## src/rtl/instruction_fetch_stage.sv

```systemverilog
// Instruction fetch stage of the pipelined MIPS core.
// Holds the fetch PC and drives the word address to a combinational
// instruction memory. The returned word and its PC+4 are registered into
// the IF/ID slot. Hazard stalls freeze the stage. A redirect from a later
// stage reloads the PC and flushes the IF/ID slot. A saturating counter
// records how many instructions entered IF/ID.
module instruction_fetch_stage #(
  parameter int          ADDR_WIDTH = 7,
  parameter logic [31:0] RESET_PC   = 32'h0000_0000,
  parameter int          CNT_WIDTH  = 16
) (
  input  logic                  Clk,
  input  logic                  Reset,
  output logic [ADDR_WIDTH-1:0] Address,
  input  logic [31:0]           Instruction,
  input  logic                  Stall,
  input  logic                  Redirect,
  input  logic [31:0]           RedirectPC,
  output logic [31:0]           PC,
  output logic [31:0]           IF_ID_Instruction,
  output logic [31:0]           IF_ID_PCPlus4,
  output logic                  IF_ID_Valid,
  output logic [CNT_WIDTH-1:0]  FetchCount
);

  // Instruction word used to fill a flushed or reset slot.
  localparam logic [31:0] NOP_WORD = 32'h0000_0000;

  // Clears the byte offset so the PC always points at a word boundary.
  // A misaligned target raises no exception.
  function automatic logic [31:0] align_word(input logic [31:0] byte_addr);
    return byte_addr & 32'hFFFF_FFFC;
  endfunction

  // Adds one unless the count is already all-ones, so the count never wraps.
  function automatic logic [CNT_WIDTH-1:0] sat_inc(input logic [CNT_WIDTH-1:0] cnt);
    logic [CNT_WIDTH-1:0] one;
    one = {{(CNT_WIDTH-1){1'b0}}, 1'b1};
    return (&cnt) ? cnt : cnt + one;
  endfunction

  // Stage p0: fetch PC. Stage p1: IF/ID slot.
  logic [31:0]          pc_p0;
  logic [31:0]          pc_plus4_p0;
  logic [31:0]          instr_p1;
  logic [31:0]          pc_plus4_p1;
  logic                 vld_p1;
  logic [CNT_WIDTH-1:0] fetch_cnt;

  // ---- stage p0: fetch address and sequential successor ----
  // PC+4 wraps modulo 2^32. Only PC[ADDR_WIDTH+1:2] reaches the memory,
  // so fetches wrap at the memory size while the upper PC bits are kept.
  assign pc_plus4_p0 = pc_p0 + 32'd4;
  assign Address     = pc_p0[ADDR_WIDTH+1:2];

  // PC update: a redirect beats a stall, and a stall beats a normal advance.
  always_ff @(posedge Clk) begin
    if (Reset) begin
      pc_p0 <= RESET_PC;
    end else if (Redirect) begin
      pc_p0 <= align_word(RedirectPC);
    end else if (!Stall) begin
      pc_p0 <= pc_plus4_p0;
    end
  end

  // ---- stage p1: IF/ID slot ----
  // IF/ID load. A redirect discards the word fetched this cycle.
  always_ff @(posedge Clk) begin
    if (Reset) begin
      instr_p1    <= NOP_WORD;
      pc_plus4_p1 <= 32'h0000_0000;
      vld_p1      <= 1'b0;
    end else if (Redirect) begin
      instr_p1    <= NOP_WORD;
      pc_plus4_p1 <= 32'h0000_0000;
      vld_p1      <= 1'b0;
    end else if (!Stall) begin
      instr_p1    <= Instruction;
      pc_plus4_p1 <= pc_plus4_p0;
      vld_p1      <= 1'b1;
    end
  end

  // Debug count of words loaded into IF/ID. Flushed fetches are not counted.
  always_ff @(posedge Clk) begin
    if (Reset) begin
      fetch_cnt <= '0;
    end else if (!Redirect && !Stall) begin
      fetch_cnt <= sat_inc(fetch_cnt);
    end
  end

  assign PC                = pc_p0;
  assign IF_ID_Instruction = instr_p1;
  assign IF_ID_PCPlus4     = pc_plus4_p1;
  assign IF_ID_Valid       = vld_p1;
  assign FetchCount        = fetch_cnt;

endmodule

```

## config.mk

```make
export PLATFORM = sky130hd
export DESIGN_NAME = instruction_fetch_stage
export DESIGN_NICKNAME = d
export VERILOG_FILES = /design/src/rtl/instruction_fetch_stage.sv
export SDC_FILE = /design/constraint.sdc
export NUM_CORES = 1
export LEC_CHECK = 0
export ABC_AREA = 1
export CORE_AREA = 10 10 122 124
export DETAILED_ROUTE_END_ITERATION = 16
export DIE_AREA = 0 0 132 134
export PLACE_DENSITY_LB_ADDON = 0.3
export SLEW_MARGIN = 30
export SYNTH_ARGS = -nofsm -noshare
export SYNTH_HDL_FRONTEND = slang
export SYNTH_SLANG_ARGS = --single-unit
```

## constraint.sdc

```tcl
create_clock -name Clk -period 3.1 [get_ports Clk]
set_clock_uncertainty 0.2 [all_clocks]
set_input_delay 0.31 -clock Clk [delete_from_list [all_inputs] [get_ports Clk]]
set_output_delay 0.31 -clock Clk [all_outputs]
set_load 0.005 [all_outputs]
```

Word level (Yosys, flattened, before mapping)

Index checks and enable logic that the tools add are counted.

Flip-flop bits (word level): 113
Bits in latches: 0
Bits in writable memories: 0
Memory bits (read-only): 0
Input bits: 68
Output and inout bits: 120
Logic and storage cells: 18
Memories kept: 0

$add $sub $neg: 2
Multiply operators: 0
Divide/modulo/power cells: 0
Magnitude comparators: 0
Eq/ne operators: 1
Shift operators: 0
Multiplexer cells: 2
Bitwise logic cells: 1
Reductions and logical operators: 6

Operators by type and width:

| kind                    | number |
|---|---|
| $mux W32                | 2 |
| $add A32 B3 Y32 const B | 1 |
| $add A16 B1 Y16 const B | 1 |
| $reduce_and A16 Y1      | 1 |
| $logic_not A1 Y1        | 2 |
| $ne A2 B1 Y1 const B    | 1 |
| $reduce_and A2 Y1       | 1 |
| $reduce_or A2 Y1        | 1 |
| $logic_and A1 B1 Y1     | 1 |
| $not A1 Y1              | 1 |

Depth between registers and ports, before layout

Gate-level depths: netlist of run 1.

Word-level depth: 3
Gate-level depth with buffers: 10
Gate-level depth less buffers: 10

Worst setup path before layout of run 1

OpenSTA, ideal clock, no wires.

Path type: register to register
From: register fetch_cnt[0], in the netlist FetchCount[0]
To: register fetch_cnt[10], in the netlist FetchCount[10]
Arrival: 1.436 ns
Required time: 2.765 ns
Setup slack: 1.328 ns
Cell stages (with the launch flop): 10
Buffers on the path: 1
Clock period less this slack: 1.772 ns
Cell sequence: dfxtp_1 > ha_1 > nand3_2 > nor3_4 > nand2_1 > nand2_1 > nand2_2 > buf_6 > nand2_1 > a21oi_2

Cells in the longest elaborated chain, start to end: 3
Elaborated cells between the ends (all ways): 4

RTL lines:

| what                                                    | line | RTL |
|---|---|---|
| start, declared                                         | 48   | `logic [CNT_WIDTH-1:0] fetch_cnt;` |
| start signal, assigned                                  | 90   | `fetch_cnt <= sat_inc(fetch_cnt);` |
| branches (longest 3 deep; another with $add A16 B1 Y16) | -    |  |

Several ways; the timed one is not identified.
A chain may end at the register's enable or synchronous reset.

Worst setup path after layout of run 1

From: register fetch_cnt[0], in the netlist FetchCount[0]
To: register fetch_cnt[11], in the netlist FetchCount[11]

The elaborated chain is that of the path after synthesis.

==> results of run 1 <==
## logic make-up (layout without fill, tap and decap cells)
kind of cell | Yosys count | count (layout) | share of synthesized area, %
AO/OA/AOI/OAI | 135 | 135 | 13.63
XOR/XNOR | 24 | 24 | 3.848
adder cells (fa/ha/maj) | 2 | 2 | 0.4580
buffers and inverters | 129 | 286 | 10.60
flip-flops | 109 | 109 | 39.94
other | 1 | 4 | 0.06865
AND/OR/NAND/NOR | 422 | 422 | 31.45
## critical path, cell delays in order (launching register included)
cell and delay [ps]:
dfxtp_1 440, ha_1 300, nand3_2 140, nor3_4 230, nand2_1 120, nand2_1 90, nand2_2 190, a21oi_1 190
nor2_1 60
## state kept, by name, indices dropped and copies added (netlist names)
name,count
IF_ID_PCPlus4,30
FetchCount,16
IF_ID_Valid,1
IF_ID_Instruction,32
PC,30
## cell type report
class | count | share of cell area, %
clock buffer | 11 | 3.327
clock inverter | 5 | 0.7742
inverter | 82 | 4.052
multi-input combinational | 587 | 35.71
sequential | 109 | 28.73
tap | 172 | 2.833
timing repair buffer | 188 | 24.58
## routing by layer
metal	routed length (um)	GRT usage [%]	vias up
met1	7163	21.94	2490
li1	-	-	2858
met4	266	6.428	0
met5	0	0	-
met3	2201	9.933	19
met2	7831	30.83	196
## worst paths after layout
check,endpoint,slack (ps),cells after the start
worst max-delay path,FetchCount[11],1030,8
worst min-delay path,PC[30],140,2
worst max register to register,FetchCount[11],1030,8
worst min register to register,IF_ID_Instruction[30],260,2
## report_power, final
group	switching (mW)	internal [mW]	leakage, nW
Combinational	0.208	0.235	2.01
Clock	0.537	0.671	0.148
Sequential	0.0536	1.45	0.890
## synth_stat cells (2+ instances only)
cell type  count
a21oi_1       60
a21oi_2        9
a22o_1         6
a31oi_1        8
buf_1          3
buf_2          8
buf_4         13
buf_6          2
clkbuf_1      19
dfxtp_1      109
ha_1           2
inv_1         79
inv_2          3
nand2_1      253
nand2_2        7
nand3_1       24
nand3_2        2
nor2_1       120
nor2_2         4
nor2_4         2
nor3_1         3
o21ai_0       45
o21ai_1        6
xnor2_1        6
xor2_1        18
==> results by group, run 1 <==
Clock network
  – Clock slew seen by the registers of the worst setup and hold paths: about 70 ps
  – CTS resizes: 0
  – CTS Buffer Depth: 2
  – Clk_lat worst skew: around 360 ps
  – Clk sinks: between 100 and 150
  – CTS tree: yes
  – CTS Root Cell: clkbuf_16
  – Setup Buffers After CTS: 0
  – # hold bufs at CTS: 0
  – CTS buffer count: 9
  – CTS H-tree lvls: 3

Placement
  – HPWL after DPL: 13.14 mm
  – GP Congestion: about 0.94
  – Placed Cells: about 1100
  – Cell Area, Placed: around 0.0073 mm2
  – Place WS: approximately 830 ps
  – Number of port buffers: 181

STA
  – Setup violators final: 0
  – Setup TNS: 0 ps
  – Minimum clock period: between 2000 and 2500 ps
  – Hold_ws: between 100 and 150 ps
  – Post-route setup slack: slightly above 1000 ps
  – Final hold vios: 0
  – Fin. max-slew vios: 0
  – Fin crit share: between 60 and 70%
  – Pin slew with the least headroom to its limit: 684.5 ps
  – Max Fclk: 0.4830 GHz
  – Slew headroom: about 54%
  – RSZ-0062 raised after global routing: no

Drt
  – DR DRC count: 0
  – Antenna-violating nets left: 0
  – Routed len/inst: approximately 15 um
  – Initial detailed-routing violation count: 318
  – Final Routed Wirelength: 17.46 mm
  – Vias per inst: a little under 5
  – Drt pass-1 iters: 5
  – Vias: ~5600

Status
  – Status: complete, no violations

Worst hold path
  – Hold_sp: Reset
  – Worst Hold Class: in -> reg

Synth
  – Syn avg cell area: ~6.6 um2
  – Seq/Total Area, Yosys: 39.95%
  – Synth area leaders: dfxtp_1 (40%), nand2_1 (17%), nor2_1 (8.2%)
  – Cell area after synthesis: about 0.0055 mm2
  – Post-synth EDFFs: 0
  – YS warnings: 0
  – Number of synthesized register bits: approximately 110
  – Area leader, netlist: dfxtp_1
  – Ys async rst share: 0%
  – Mapped Cells: 822
  – Most used DFF post-synth: dfxtp_1
  – Yosys top cell area share: between 30% and 40%
  – Distinct cell type count of the synthesized netlist: 36

GRT
  – Initial antenna violation count: 0
  – Global Route Usage Sum: 19.34%
  – Total grt overflow: 0
  – First-pass GRT wire length: approximately 28 mm
  – Largest net degree at the start of global routing: 66
  – Vias in the first global route: 5232

Finish
  – Filler cells: around 1200
  – Final net count: ~1000
  – Area of the multi-input gates: ~0.0027 mm2
  – Most common cell after layout, fill and taps aside: nand2_1
  – N_diodes: 0
  – Share of layout cells above drive strength 1: roughly 5.7%
  – Register area: between 0.002 and 0.0025 mm2
  – Final std cells w/o fill: ~1200
  – Post-layout util: between 60% and 70%
  – Layout Cell Area excl Fill: between 0.007 and 0.008 mm2
  – Layout area overhead: 39.05%
  – Commonest cells after routing, fill and taps aside: nand2_1 (253), clkdlybuf4s50_1 (179), nor2_1 (120)

Setup path
  – Crit Path Class: reg -> reg
  – Crit path DAT: approximately 2100 ps
  – Worst EP required: approximately 3200 ps
  – CP Max Fanout: 15
  – Crit path launch: FetchCount[0]
  – Crit start category: flip-flop
  – FF-to-FF Start: FetchCount[0]
  – CP Capture Type: flip-flop

Job
  – Max_cap viols: 0

Floorplan
  – Die area: between 0.015 and 0.02 mm2
  – Die Ht: roughly 130 um
  – Chip width: ~130 um
  – Number of top-level pins: 188
  – Num rows: between 40 and 50
  – Core Area: between 0.01 and 0.015 mm2
  – Initial Utilization: 43.82%

Pwr
  – Worst VDD drop: ~0.29 mV
  – Leakage Power: 3.045 nW
  – Total Power: 3.159 mW
  – PD cells: between 400 and 500 mW/mm2
(Power assumes the default switching activity.)
==> run 2, diff against run 1 <==
==> constraint.sdc (replaced) <==
create_clock -name Clk -period 2.1 [get_ports Clk]
set_clock_uncertainty 0.2 [all_clocks]
set_input_delay 0.21 -clock Clk [delete_from_list [all_inputs] [get_ports Clk]]
set_output_delay 0.21 -clock Clk [all_outputs]
set_load 0.005 [all_outputs]
==> run 2 against run 1 <==
Effect of this change:
- clock-buffer cell count increased by 4
- global-route usage increased by 0.18 points
- non-clock buffer count grew 14
- final cell count is 1.2% higher
- clock power grew 34%
- power rose by 43%
- combinational power up 57%
- sequential cell count stayed put
- utilization increased by 0.68 points
- via count about the same
- critical endpoint is now PC[16]
- largest cell class unchanged
- largest power group unchanged
==> results by group, run 2 (synthesis gave the netlist of run 1 again) <==
GRT
  – Vias in the first global route: 5394
  – Global Route Usage Sum: around a fifth
  – Largest net degree at the start of global routing: between 50 and 60
  – First-pass GRT wire length: 28.23 mm
  – Initial antenna violation count: 0
  – Total grt overflow: 0

Finish
  – Commonest cells after routing, fill and taps aside: nand2_1 (253), clkdlybuf4s50_1 (179), nor2_1 (120)
  – Filler cells: ~1200
  – Layout area overhead: 40.61%
  – Layout Cell Area excl Fill: 0.007681 mm2
  – N_diodes: 0
  – Final net count: approximately 1100
  – Most common cell after layout, fill and taps aside: nand2_1
  – Max FFs per register: 32
  – Share of layout cells above drive strength 1: 6.727%

Setup path
  – CP delay by family, top: simple AND/OR/NAND/NOR gates
  – R2r setup slk: between 200 and 250 ps
  – Buf/Inv on CP: 0
  – Crit path launch: PC[2]
  – Crit path DAT: about 1900 ps
  – CP cell instances: ha_1 -> nand2_1 -> nor2_1 -> nand2_2 -> nor2_4 -> nand2_1 -> nand2_1 -> nand2_1 -> a21oi_1 -> nor2_1
  – Worst EP required: 2140 ps
  – Worst setup path endpoint: PC[16]
  – FF-to-FF Start: PC[2]
  – FF-to-FF End: PC[16]
  – Largest stage delay, worst path: about 350 ps
  – Most used cell, CP: nand2_1
  – Crit Path Class: reg -> reg
  – FF-to-FF path depth: 10
  – CP Capture Type: flip-flop
  – Crit start category: flip-flop
  – Crit path depth: 10
  – CP max-delay cell: dfxtp_1
  – CP Max Fanout: 7

Clock network
  – Clk_lat worst skew: around 350 ps
  – Clock slew seen by the registers of the worst setup and hold paths: roughly 70 ps
  – CTS Root Cell: clkbuf_16
  – CTS buffer count: 9
  – CTS tree: yes
  – CTS H-tree lvls: 3
  – Clk sinks: roughly 110
  – CTS Buffer Depth: 2

Status
  – Status: complete, no violations

Floorplan
  – Num rows: just over 40
  – Core Area: 0.01247 mm2
  – Die area: between 0.015 and 0.02 mm2
  – Number of top-level pins: roughly 190
  – Initial Utilization: 43.82%
  – Chip width: between 100 and 150 um
  – Die Ht: 134 um

Placement
  – GP Congestion: 0.9102
  – Number of port buffers: ~180
  – HPWL after DPL: 13.44 mm
  – Cell Area, Placed: around 0.0074 mm2
  – Place WS: ~110 ps

Pwr
  – Worst VDD drop: 0.4191 mV
  – Internal: around 3.4 mW
  – Sequential fraction of design power: between 40% and 50%
  – PD cells: a little under 600 mW/mm2
  – Clock Power Share: 35.8%
  – Total Power: roughly 4.5 mW
  – Psw: 1.147 mW
  – Switching portion of total power: between 20% and 30%
  – Leakage Power: about 3.1 nW
  – Comb power frac: roughly 15%

Drt
  – Antenna-violating nets left: 0
  – Initial detailed-routing violation count: slightly below 300
  – DR DRC count: 0
  – Final Routed Wirelength: between 15 and 20 mm
  – Drt pass-1 iters: 5
  – Routed len/inst: between 10 and 15 um
  – Vias per inst: ~4.8
  – Vias: between 5000 and 6000

Job
  – Max_cap viols: 0

STA
  – Hold_ws: roughly 110 ps
  – Max Fclk: between 0.5 and 0.6 GHz
  – Fin. max-slew vios: 0
  – Setup TNS: 0 ps
  – RSZ-0062 raised after global routing: no
  – Minimum clock period: 1878 ps
  – Post-route setup slack: 221.5 ps
  – Final hold vios: 0
  – Setup violators final: 0
  – Fin crit share: about nine tenths

Worst hold path
  – Worst Hold Class: in -> reg
==> run 2: stage by stage <==
step	util [%]	std cells
4_1_cts	61.51	1167
2_1_floorplan	-	825
3_5_place_dp	59.32	1151
6_report	61.62	1168
5_1_grt	61.62	1168
3_3_place_gp	59.32	1151
==> run 2: power by group through the flow <==
stage	sequential [mW]	clock, mW	combinational, mW
5_1_grt	2.23	1.73	0.771
2_1_floorplan	2.26	0	0.299
3_3_place_gp	2.26	0	0.692
6_report	2.21	1.62	0.694
4_1_cts	2.21	1.66	0.701
3_5_place_dp	2.26	0	0.696
==> run 2: worst min-delay path, cell delays in order <==
cell     delay (ps)
buf_2           130
nor2_1           90
o21ai_0          80
a21o_1           80
inv_1            30
==> run 2: timing repair <==
action                     4_1_cts  5_1_grt
hold buffers                     0        0
gates resized for setup          0        2
setup endpoints to repair        0       10
buffers inserted                 0        1
==> run 2: routing by layer <==
layer  track usage (%)  wire length [um]
met5                 0                 0
met4             6.675               295
met3             8.813              1974
met2             30.99              7804
met1             22.90              7423
==> run 2: worst min path at each step <==
stage / startpoint / to / slack, ps / depth (start not counted)
5_1_grt: Reset / IF_ID_PCPlus4[20] / 120 / 5
4_1_cts: Reset / IF_ID_PCPlus4[20] / 90 / 5
3_3_place_gp: IF_ID_Instruction[24] / IF_ID_Instruction[24] / 250 / 2
2_1_floorplan: Instruction[0] / IF_ID_Instruction[0] / 150 / 2
3_5_place_dp: IF_ID_Instruction[5] / IF_ID_Instruction[5] / 260 / 2
6_report: Reset / IF_ID_PCPlus4[20] / 110 / 5
==> run 2: layout make-up <==
class | instances | area (um2) | share of cell area [%]
well taps | 172 | 215.2 | 2.802
flip-flops and latches | 109 | 2183 | 28.42
repair buffers | 202 | 1984 | 25.83
multi-input cells | 587 | 2718 | 35.38
inverters | 82 | 307.8 | 4.007
clock buffers | 15 | 267.8 | 3.486
clock inverters | 1 | 5.005 | 0.06516
